$ cat config.mk
export PLATFORM = sky130hd
export DESIGN_NAME = ip_stream_convert
export DESIGN_NICKNAME = d
export VERILOG_FILES = /design/src/rtl/ip_stream_convert.sv
export SDC_FILE = /design/constraint.sdc
export NUM_CORES = 1
export LEC_CHECK = 0
export CAP_MARGIN = 40
export CELL_PAD_IN_SITES_DETAIL_PLACEMENT = 1
export CELL_PAD_IN_SITES_GLOBAL_PLACEMENT = 1
export CORE_MARGIN = 5
export CORE_UTILIZATION = 38
export CTS_CLUSTER_DIAMETER = 100
export CTS_CLUSTER_SIZE = 20
export DETAILED_ROUTE_END_ITERATION = 16
export PLACE_DENSITY_LB_ADDON = 0.1
export SYNTH_ARGS = -nofsm -noshare
export SYNTH_HDL_FRONTEND = slang
export SYNTH_SLANG_ARGS = --single-unit
$ cat constraint.sdc
create_clock -name clk -period 2.9 [get_ports clk]
set_input_delay 0.58 -clock clk [delete_from_list [all_inputs] [get_ports clk]]
set_output_delay 0.58 -clock clk [all_outputs]
set_load 0.02 [all_outputs]
$ cat src/rtl/ip_stream_convert.sv
// Streaming input converter for the R2SDF FFT front-end: raw signed samples are
// shifted and saturated into fixed point, buffered, and framed with SOF/EOF markers.
module ip_stream_convert #(
    parameter int IN_W       = 32,
    parameter int OUT_W      = 32,
    parameter int FRAC_BITS  = 16,
    parameter int LENGTH     = 8,
    parameter int FIFO_DEPTH = 4,
    parameter int MODE       = 0
) (
    input  logic             clk,
    input  logic             rst,
    input  logic             in_valid,
    input  logic [IN_W-1:0]  in_data,
    output logic             in_ready,
    output logic             out_valid,
    output logic [OUT_W-1:0] out_data,
    input  logic             out_ready,
    output logic             out_sof,
    output logic             out_eof,
    output logic [15:0]      frame_cnt,
    output logic             sat_flag,
    input  logic             sat_clr
);

    localparam int PTR_W  = $clog2(FIFO_DEPTH);
    localparam int CNT_W  = PTR_W + 1;
    localparam int IDX_W  = $clog2(LENGTH);
    localparam int FULL_W = IN_W + FRAC_BITS;

    localparam logic [CNT_W-1:0] DEPTH_C  = CNT_W'(FIFO_DEPTH);
    localparam logic [IDX_W-1:0] LAST_IDX = IDX_W'(LENGTH - 1);

    logic [OUT_W-1:0] w_conv;
    logic             w_sat;
    logic             w_push;
    logic             w_pop;

    // ------------------------------------------------------------------
    // Sample conversion (combinational on in_data)
    // ------------------------------------------------------------------
    if (MODE == 0) begin : g_fixed
        logic signed [FULL_W-1:0] w_full;
        assign w_full = FULL_W'($signed(in_data)) <<< FRAC_BITS;

        if (FULL_W > OUT_W) begin : g_clamp
            // The value fits only if every bit above the output sign bit matches it.
            logic [FULL_W-OUT_W:0] w_top;
            assign w_top  = w_full[FULL_W-1:OUT_W-1];
            assign w_sat  = !((&w_top) || !(|w_top));
            assign w_conv = !w_sat ? w_full[OUT_W-1:0] :
                            w_full[FULL_W-1] ? {1'b1, {(OUT_W-1){1'b0}}}
                                             : {1'b0, {(OUT_W-1){1'b1}}};
        end else begin : g_extend
            assign w_sat  = 1'b0;
            assign w_conv = OUT_W'(w_full);
        end
    end else begin : g_pass
        assign w_sat = 1'b0;
        if (IN_W > OUT_W) begin : g_trunc
            assign w_conv = in_data[OUT_W-1:0];
        end else begin : g_sext
            assign w_conv = OUT_W'($signed(in_data));
        end
    end

    // ------------------------------------------------------------------
    // Output FIFO
    // ------------------------------------------------------------------
    logic [OUT_W-1:0] r_mem [FIFO_DEPTH];
    logic [PTR_W-1:0] r_wr_ptr;
    logic [PTR_W-1:0] r_rd_ptr;
    logic [CNT_W-1:0] r_count;

    assign in_ready  = (r_count < DEPTH_C);
    assign out_valid = (r_count != '0);
    assign w_push    = in_valid && in_ready;
    assign w_pop     = out_valid && out_ready;
    assign out_data  = out_valid ? r_mem[r_rd_ptr] : '0;

    // NOTE: the storage array has no reset; out_valid gates every read, so stale
    // contents are never observed and the array can map onto plain RAM/flops.
    always_ff @(posedge clk) begin
        if (w_push) begin
            r_mem[r_wr_ptr] <= w_conv;
        end
    end

    always_ff @(posedge clk or posedge rst) begin
        if (rst) begin
            r_wr_ptr <= '0;
            r_rd_ptr <= '0;
            r_count  <= '0;
        end else begin
            if (w_push) r_wr_ptr <= r_wr_ptr + PTR_W'(1);
            if (w_pop)  r_rd_ptr <= r_rd_ptr + PTR_W'(1);
            case ({w_push, w_pop})
                2'b10:   r_count <= r_count + CNT_W'(1);
                2'b01:   r_count <= r_count - CNT_W'(1);
                default: r_count <= r_count;
            endcase
        end
    end

    // ------------------------------------------------------------------
    // Frame tracking and sticky saturation flag
    // ------------------------------------------------------------------
    logic [IDX_W-1:0] r_idx;
    logic [15:0]      r_frame_cnt;
    logic             r_sat_flag;

    assign out_sof   = out_valid && (r_idx == '0);
    assign out_eof   = out_valid && (r_idx == LAST_IDX);
    assign frame_cnt = r_frame_cnt;
    assign sat_flag  = r_sat_flag;

    always_ff @(posedge clk or posedge rst) begin
        if (rst) begin
            r_idx       <= '0;
            r_frame_cnt <= '0;
            r_sat_flag  <= 1'b0;
        end else begin
            if (w_pop) begin
                if (r_idx == LAST_IDX) begin
                    r_idx       <= '0;
                    r_frame_cnt <= r_frame_cnt + 16'd1;
                end else begin
                    r_idx <= r_idx + IDX_W'(1);
                end
            end
            // A saturating push takes priority over a simultaneous clear.
            if (w_push && w_sat) begin
                r_sat_flag <= 1'b1;
            end else if (sat_clr) begin
                r_sat_flag <= 1'b0;
            end
        end
    end

endmodule

==> key figures, run 1 <==
Outcome
  • Outcome: completed

Floorplanning
  • Core Rows: 38
  • Full die area: 0.0134 sq mm
  • Initial Util: 39.0%
  • Chip width: 116 microns
  • Core outline area: 0.0109 sq mm
  • Num ports: 90
  • Die Y: 116 microns

Critical path
  • Worst Path Max Fanout: 18
  • Reg2Reg Depth: 8
  • Worst setup path end: out_data[25]
  • Element type at the critical path end: primary output
  • Worst EP required: 2320 ps
  • Worst Setup SP: r_rd_ptr[0]
  • Setup crit start kind: flop
  • RR Endpoint: r_count[2]
  • Reg2Reg Setup Slack: 840 ps
  • Reg2reg start: r_count[0]
  • Critical path type: flop to primary output
  • WP data arrival: 2190 ps

Clock network
  • CTS tree: done
  • H-tree Lvls: 3
  • Worst-path clk slew: 70 ps
  • Clk buf depth: 2
  • CTS Buf Count: 9
  • Sink Count: 95
  • Clock root cell: clkbuf_16
  • Clk Latency, worst-skew pair: 340 ps
  • Post-CTS Hold Fix Bufs: 0
  • Post-CTS Setup Repair Bufs: 0

Cells and area
  • Antenna Cells: 0
  • Fill count: 1,091
  • Final net count: 410
  • Most frequent cells in the layout: clkdlybuf4s50_1, edfxtp_1, dfrtp_1
  • Fin area: 0.00556 sq mm
  • Share of cells above drive strength 1: 16.0%
  • Area added between synthesis and finish: 30.4%
  • Most common cell after layout, fill and taps aside: clkdlybuf4s50_1

Synthesis
  • Syn. warnings: 0
  • Synth unique cells: 37
  • Mapped Nets: 324
  • Post-synthesis cell area: 0.00426 sq mm
  • Post-synthesis sequential area ratio: 63.8%
  • Syn avg cell area: 15.4 sq um
  • Synth Instances: 277
  • Yosys reg bits: 95

GRT
  • First-pass GRT wire length: 14,100 microns
  • Pin count of the biggest net entering global routing: 28
  • GRT Residual Overflow: 0
  • Initial antenna violation count: 0
  • Vias in the first global route: 2,679
  • Total track usage: 14.1%

Route
  • Drt initial violations: 84
  • Drt via density: 4.94
  • Met2 routed WL: 4550 microns
  • Wirelength per Cell: 17.9 microns
  • Routed wire length: 9110 microns
  • Uppermost layer routed: met4
  • Router iterations before antenna repair: 4
  • Via count: 2,512
  • Wl on met1: 4090 microns
  • Drc violations: 0
  • Met3 routed WL: 388 microns
  • Post-route ant nets: 0

Place
  • DP HPWL: 6270 microns
  • DP Area: 0.00524 sq mm
  • Routability cong.: 0.710
  • I/O Buffers: 89

STA
  • Post-layout min period: 2770 ps
  • Hold Vio Cnt, Final: 0
  • Post-route clock skew: 8.90 ps
  • Final period utilization: 95.5%
  • Unrepaired setup endpoints after global routing: no
  • # setup viols final: 0
  • Worst-Margin Slew: 601 ps
  • Pins Over Slew Limit: 0
  • Post-route setup TNS: 0 ps
  • Fmax achieved: 361 MHz
  • Max-slew headroom: 59.6%

Hold path
  • Hold Path Origin: frame_cnt[15]
  • Worst hold path class: flop to flop

Pwr
  • Tot Pwr: 5.41 mW
  • VDD IR max: 0.000698 V
  • PwrDens: 973 mW/mm^2
  • Leakage: 2.08 nW

Flow run
  • Max-cap violations: 0
## sequential cells by signal, indices dropped and copies added (netlist names)
| signal | cells |
|---|---|
| frame_cnt | 16 |
| r_count | 3 |
| r_idx | 3 |
| r_mem | 68 |
| r_rd_ptr | 2 |
| r_wr_ptr | 2 |
| sat_flag | 1 |
## routing by layer
metal  GRT usage, %  vias up
met5              0        -
met4           5.10        0
met3           3.24        6
met2           23.2       56
met1           18.4     1275
li1               -     1175
## power by group
group	total (mW)	switching [mW]	internal, mW
Sequential	1.84	0.136	1.70
Clock	1.15	0.506	0.640
Combinational	2.43	1.22	1.21
## layout make-up
type / instances / area (sq um) / area share (%)
multi-input cells: 143 / 1330 / 24.0
clock inverters: 4 / 27.5 / 0.495
clock buffers: 12 / 259 / 4.66
well taps: 140 / 175 / 3.15
repair buffers: 101 / 993 / 17.9
inverters: 13 / 48.8 / 0.878
flip-flops and latches: 95 / 2720 / 48.9
## worst min-delay path by stage
stage / endpoint / slack [ps] / cells past startpoint
floorplan: r_idx[2] / 470 / 2
global placement: frame_cnt[15] / 470 / 1
detailed placement: frame_cnt[15] / 480 / 1
CTS: frame_cnt[15] / 480 / 1
global route: frame_cnt[15] / 500 / 1
finish: frame_cnt[15] / 470 / 1
## stage by stage
step	util [%]	instances	hold WS [ps]	setup WS, ps
after floorplan	-	277	475	376
after global placement	47.9	492	466	273
after detailed placement	47.9	492	475	142
after CTS	50.6	508	485	17.9
after global routing	50.8	508	501	25.7
final	50.8	508	474	132
## kinds of logic after synthesis
logic type / synth area share (%)
flip-flops: 63.8
AND/OR/NAND/NOR: 9.42
buffers and inverters: 5.37
AO/OA/AOI/OAI: 4.52
XOR/XNOR: 4.32
multiplexers: 9.48
adder cells (fa/ha/maj): 3.11
## cells in the mapped netlist
cell type	n	area share, %
dfrtp_1	27	16
buf_2	3	0.35
xnor2_1	16	3.3
fa_1	1	0.47
or4_4	1	0.26
and4_1	1	0.21
mux2_2	1	0.26
nor3b_1	1	0.18
mux4_2	17	9.0
ha_1	9	2.6
a21o_2	6	1.2
o21ai_0	3	0.35
o22ai_1	1	0.15
nand3b_1	1	0.18
o22ai_4	1	0.47
clkbuf_1	4	0.35
nor4_1	4	0.59
nor2_1	4	0.35
and2_1	4	0.59
edfxtp_1	68	48
inv_2	1	0.088
buf_6	2	0.53
and3_1	1	0.15
nor3_1	3	0.35
nand2_1	14	1.2
buf_4	17	3.0
mux2i_1	1	0.23
a21o_1	9	1.6
nand3_1	8	0.94
inv_1	12	1.1
nand4_1	7	1.0
o31ai_4	1	0.50
o21ba_2	1	0.23
or3_1	2	0.29
nor2b_1	19	2.8
nor4_2	1	0.29
xor2_1	5	1.0
## what timing repair did
| action | CTS | global route |
|---|---|---|
| gates resized for setup | 2 | 4 |
| pin swaps | 0 | 0 |
| setup endpoints to repair | 32 | 26 |
## critical path, stage by stage (launching register included)
cell and delay, ps:
dfrtp_1 410, buf_12 220, mux4_2 510, nor2b_1 160, clkdlybuf4s50_1 550
No activity file was read; power rests on OpenSTA's default activity.
==> run 2: changes to the inputs <==
--- a/config.mk
+++ b/config.mk
@@ -8,7 +8,6 @@
 export CAP_MARGIN = 40
 export CELL_PAD_IN_SITES_DETAIL_PLACEMENT = 1
 export CELL_PAD_IN_SITES_GLOBAL_PLACEMENT = 1
-export CORE_MARGIN = 5
 export CORE_UTILIZATION = 38
 export CTS_CLUSTER_DIAMETER = 100
 export CTS_CLUSTER_SIZE = 20
==> run 2 against run 1 <==
Utilization shrank 0.62 points; register-to-register slack is essentially flat; routed wire length is essentially flat; via count grew 1.3%; first-iteration DRC count grew 12%; clock power shrank 26%; count of clock-buffer cells in the layout shrank 3; clock skew grew 2.5 ps; sequential power is essentially flat; global-route usage grew 3.0 points; critical path depth is the same; critical path type unchanged; largest cell class unchanged; largest power group unchanged; highest routed layer unchanged.
==> key figures, run 2 (synthesized netlist as in run 1, its figures left out) <==
Flow run
  • Max-cap violations: 0

Route
  • Routed wire length: 9110 microns
  • Drt via density: 5.02
  • Post-route ant nets: 0
  • Wirelength per Cell: 18.0 microns
  • Drt initial violations: 94
  • Via count: 2,545
  • Router iterations before antenna repair: 6
  • Drc violations: 0

Pwr
  • PwrDens: 934 mW/mm^2
  • Switching Share: 36.7%
  • Internal power: 3.23 mW
  • Share of total power in combinational logic: 47.2%
  • VDD IR max: 0.000624 V
  • Leakage: 2.07 nW
  • Clk network pwr share: 16.8%
  • Reg power frac: 36.1%
  • Psw: 1.87 mW

Critical path
  • Worst EP required: 2320 ps
  • Setup crit start kind: flop
  • WP data arrival: 2220 ps
  • Critical path type: flop to primary output
  • Element type at the critical path end: primary output
  • Worst Path Max Fanout: 18

Cells and area
  • Fill count: 1,085
  • Largest register FFs: 68
  • Antenna Cells: 0
  • Final cell count without fillers: 507
  • Most frequent cells in the layout: clkdlybuf4s50_1, edfxtp_1, dfrtp_1
  • Reg with most FFs: r_mem
  • Final net count: 409
  • Finished Core Util: 50.2%
  • Area added between synthesis and finish: 28.2%
  • Share of cells above drive strength 1: 16.1%
  • Fin area: 0.00546 sq mm
  • Most common cell after layout, fill and taps aside: clkdlybuf4s50_1

STA
  • WHS: 493 ps
  • # setup viols final: 0
  • Pins Over Slew Limit: 0
  • Post-route clock skew: 11.4 ps
  • Unrepaired setup endpoints after global routing: no
  • Worst-Margin Slew: 602 ps
  • Hold Vio Cnt, Final: 0
  • Post-layout min period: 2800 ps
  • Max-slew headroom: 59.5%
  • Final period utilization: 96.6%
  • Fmax achieved: 357 MHz

GRT
  • Total track usage: 17.1%
  • GRT Residual Overflow: 0
  • First-pass GRT wire length: 14,600 microns
  • Initial antenna violation count: 0
  • Pin count of the biggest net entering global routing: 28
  • Vias in the first global route: 2,730

Place
  • DP HPWL: 6210 microns
  • I/O Buffers: 89
  • DP Area: 0.00524 sq mm
  • Routability cong.: 0.712
  • # placed instances: 491

Outcome
  • Outcome: completed

Floorplanning
  • Num ports: 90
  • Die Y: 108 microns
  • Initial Util: 39.1%
  • Full die area: 0.0116 sq mm
  • Core outline area: 0.0109 sq mm
  • Core Rows: 38
  • Chip width: 108 microns

Clock network
  • Clk Latency, worst-skew pair: 360 ps
  • Sink Count: 95
  • Post-CTS Setup Repair Bufs: 0
  • H-tree Lvls: 3
  • CTS tree: done
  • Clock root cell: clkbuf_8
  • Post-CTS Hold Fix Bufs: 0
  • Worst-path clk slew: 100 ps
  • CTS Buf Count: 9
  • Clk buf depth: 2

Hold path
  • Worst hold path class: flop to flop
==> run 2: cell count changes in the layout (fill, tap and decap cells not counted), moves of 3 or more <==
cell             change
clkbuf_16           -10
clkbuf_8             +9
clkdlybuf4s50_1      -4
dlymetal6s2s_1       +4
clkinv_4             +3
inv_8                +3
==> run 2: area by class of cell <==
cell class	instances	area (sq um)	share of cell area [%]
Timing Repair Buffer	100	996	18.2
Tap cell	140	175	3.21
Sequential cell	95	2720	49.7
Inverter	13	48.8	0.893
Clock buffer	9	124	2.27
Clock inverter	7	68.8	1.26
Multi-Input combinational cell	143	1330	24.4
==> run 2: what timing repair did <==
item	4_1_cts	5_1_grt
hold endpoints to repair	0	0
endpoints found under the setup margin	32	30
resized for setup	3	7
==> run 2: per-stage QoR <==
| stage | worst slack (ps) | TNS, ps | power (mW) |
|---|---|---|---|
| finish | 99.1 | 0 | 5.10 |
| global route | 0.278 | 0 | 5.41 |
| CTS | -1.70 | -3.29 | 5.17 |
| detailed placement | 142 | 0 | 4.29 |
| global placement | 272 | 0 | 4.25 |
| floorplan | 376 | 0 | 3.43 |
==> run 2: worst paths after layout <==
path,start,to,slack (ps),depth (start not counted)
max,r_rd_ptr[0],out_data[22],100,4
min,frame_cnt[15],frame_cnt[15],490,1
max reg2reg,r_count[0],r_count[1],850,6
min reg2reg,frame_cnt[15],frame_cnt[15],490,1
max in group asynchronous,rst,r_idx[1],2020,3
min in group asynchronous,rst,frame_cnt[5],600,3
==> run 2: power by group through the flow <==
stage / clock network, mW / registers, mW / logic [mW]
floorplan: 0 / 1.84 / 1.58
global placement: 0 / 1.84 / 2.41
detailed placement: 0 / 1.86 / 2.43
CTS: 0.884 / 1.83 / 2.45
global route: 0.940 / 1.86 / 2.61
finish: 0.855 / 1.84 / 2.41
==> run 2: routing by layer <==
metal	global-route usage, %	wire length (microns)	up-vias
li1	-	-	1174
met1	22.6	4230	1290
met2	28.8	4440	71
met3	3.09	342	10
met4	4.99	94	0
met5	0	0	-
==> run 2: critical path, cell delays in order (launching register included) <==
cell and delay (ps):
dfrtp_1 420, buf_12 210, mux4_2 530, nor2b_1 150, clkdlybuf4s50_1 540
==> run 3: changes to the inputs <==
--- a/config.mk
+++ b/config.mk
@@ -5,14 +5,16 @@
 export SDC_FILE = /design/constraint.sdc
 export NUM_CORES = 1
 export LEC_CHECK = 0
+export ABC_CLOCK_PERIOD_IN_PS = 2900
 export CAP_MARGIN = 40
 export CELL_PAD_IN_SITES_DETAIL_PLACEMENT = 1
 export CELL_PAD_IN_SITES_GLOBAL_PLACEMENT = 1
 export CORE_UTILIZATION = 38
 export CTS_CLUSTER_DIAMETER = 100
-export CTS_CLUSTER_SIZE = 20
+export CTS_CLUSTER_SIZE = 40
 export DETAILED_ROUTE_END_ITERATION = 16
 export PLACE_DENSITY_LB_ADDON = 0.1
+export RECOVER_POWER = 25
 export SYNTH_ARGS = -nofsm -noshare
 export SYNTH_HDL_FRONTEND = slang
 export SYNTH_SLANG_ARGS = --single-unit
==> run 3 against run 2 <==
Critical path type unchanged; via count rose by 0.31%; the run now ends with capacitance limit, slew limit left; worst hold slack barely moved; setup slack got worse by 0.59 ps; highest routed layer unchanged; routed wire length rose by 0.38%; sequential cell count did not move; sequential power barely moved; largest power group unchanged; register-to-register slack got worse by 570 ps; combinational power barely moved; total power fell by 0.36%; clock power barely moved; count of clock-buffer cells in the layout did not move; critical endpoint unchanged; maximum frequency barely moved.
==> key figures, run 3 (synthesized netlist as in run 1, its figures left out) <==
Outcome
  • Outcome: finished, violations left
  • Failing checks: capacitance limit, slew limit

Clock network
  • Clk buf depth: 2
  • Worst-path clk slew: 100 ps
  • Clock root cell: clkbuf_8
  • CTS Buf Count: 9
  • Clk Latency, worst-skew pair: 370 ps
  • Post-CTS Setup Repair Bufs: 0
  • CTS tree: done
  • Sink Count: 95
  • H-tree Lvls: 3

Place
  • Place WS: 142 ps
  • Routability cong.: 0.712
  • # placed instances: 491
  • I/O Buffers: 89
  • DP HPWL: 6210 microns
  • DP Area: 0.00524 sq mm

Floorplanning
  • Num ports: 90
  • Die Y: 108 microns
  • Core outline area: 0.0109 sq mm
  • Chip width: 108 microns
  • Initial Util: 39.1%
  • Core Rows: 38
  • Full die area: 0.0116 sq mm

Route
  • Drt initial violations: 92
  • Drc violations: 0
  • Post-route ant nets: 0
  • Drt via density: 5.04
  • Wirelength per Cell: 18.0 microns
  • Routed wire length: 9140 microns
  • Router iterations before antenna repair: 4
  • Via count: 2,553

Cells and area
  • Most frequent cells in the layout: clkdlybuf4s50_1, edfxtp_1, dfrtp_1
  • Final net count: 409
  • Most common cell after layout, fill and taps aside: clkdlybuf4s50_1
  • Largest register FFs: 68
  • Fin area: 0.00544 sq mm
  • Finished Core Util: 49.9%
  • Antenna Cells: 0
  • Share of cells above drive strength 1: 15.3%
  • Reg with most FFs: r_mem
  • Final cell count without fillers: 507
  • Area added between synthesis and finish: 27.5%

STA
  • Final period utilization: 96.6%
  • # setup viols final: 0
  • Pins Over Slew Limit: 28
  • Post-layout min period: 2800 ps
  • Fmax achieved: 357 MHz
  • Post-route setup TNS: 0 ps
  • Post-route clock skew: 11.6 ps
  • WHS: 493 ps
  • Fin worst setup slack: 98.5 ps
  • Worst-Margin Slew: 1580 ps
  • Max-slew headroom: -5.58%
  • Hold Vio Cnt, Final: 0
  • Unrepaired setup endpoints after global routing: no

Critical path
  • Worst Path Max Fanout: 18
  • Critical path type: flop to primary output
  • CP max-delay cell: clkdlybuf4s50_1
  • Worst path cell trace: buf_12, mux4_2, nor2b_1, clkdlybuf4s50_1
  • RR Endpoint: r_count[1]
  • Slowest Stage Delay on Critical Path: 540 ps
  • Reg2reg start: r_count[0]
  • Worst setup path end: out_data[22]
  • Reg2Reg Depth: 6
  • WP data arrival: 2220 ps
  • Setup crit start kind: flop
  • Element type at the critical path end: primary output
  • Worst EP required: 2320 ps
  • Reg2Reg Setup Slack: 280 ps
  • Worst Setup SP: r_rd_ptr[0]

Hold path
  • Hold Path Origin: frame_cnt[15]
  • Worst hold path class: flop to flop

GRT
  • Total track usage: 17.1%
  • Vias in the first global route: 2,730
  • Initial antenna violation count: 0
  • First-pass GRT wire length: 14,600 microns
  • GRT Residual Overflow: 0
  • Pin count of the biggest net entering global routing: 28

Pwr
  • PwrDens: 935 mW/mm^2
  • VDD IR max: 0.000624 V
  • Leakage: 2.06 nW
  • Tot Pwr: 5.08 mW

Flow run
  • Max-cap violations: 1
==> run 3: layout make-up <==
class | count | area (sq um)
repair buffers | 100 | 981
fillers | 1087 | 5450
well taps | 140 | 175
inverters | 13 | 48.8
clock inverters | 7 | 68.8
clock buffers | 9 | 124
multi-input cells | 143 | 1320
flip-flops and latches | 95 | 2720
==> run 3: worst min-delay path by stage <==
stage               slack (ps)  depth (start not counted)             to
global route               520                          1  frame_cnt[12]
CTS                        500                          1  frame_cnt[12]
global placement           460                          1  frame_cnt[15]
floorplan                  470                          2       r_idx[2]
detailed placement         490                          1  frame_cnt[12]
finish                     490                          1  frame_cnt[15]
==> run 3: power breakdown <==
group | total, mW | internal [mW] | switching (mW)
clock network | 0.856 | 0.338 | 0.518
logic | 2.40 | 1.18 | 1.22
registers | 1.83 | 1.70 | 0.131
==> run 3: worst max-delay path, delay by kind of cell (launching register included) <==
kind,cells,cell delay [ps]
multiplexers,1,530
flip-flops,1,420
AND/OR/NAND/NOR,1,150
buffers and inverters,2,750
==> run 3: what timing repair did <==
item / 4_1_cts / 5_1_grt
hold buffers: 0 / 0
resized for setup: 3 / 7
pin swaps: 0 / 0
gates cloned: 0 / 0
setup endpoints to repair: 32 / 30
==> run 3: layer usage <==
metal	up-vias	routed length [microns]	GRT usage, %
met5	-	0	0
met4	0	94	4.99
met3	10	324	3.09
met2	64	4460	28.8
met1	1302	4270	22.6
li1	1177	-	-
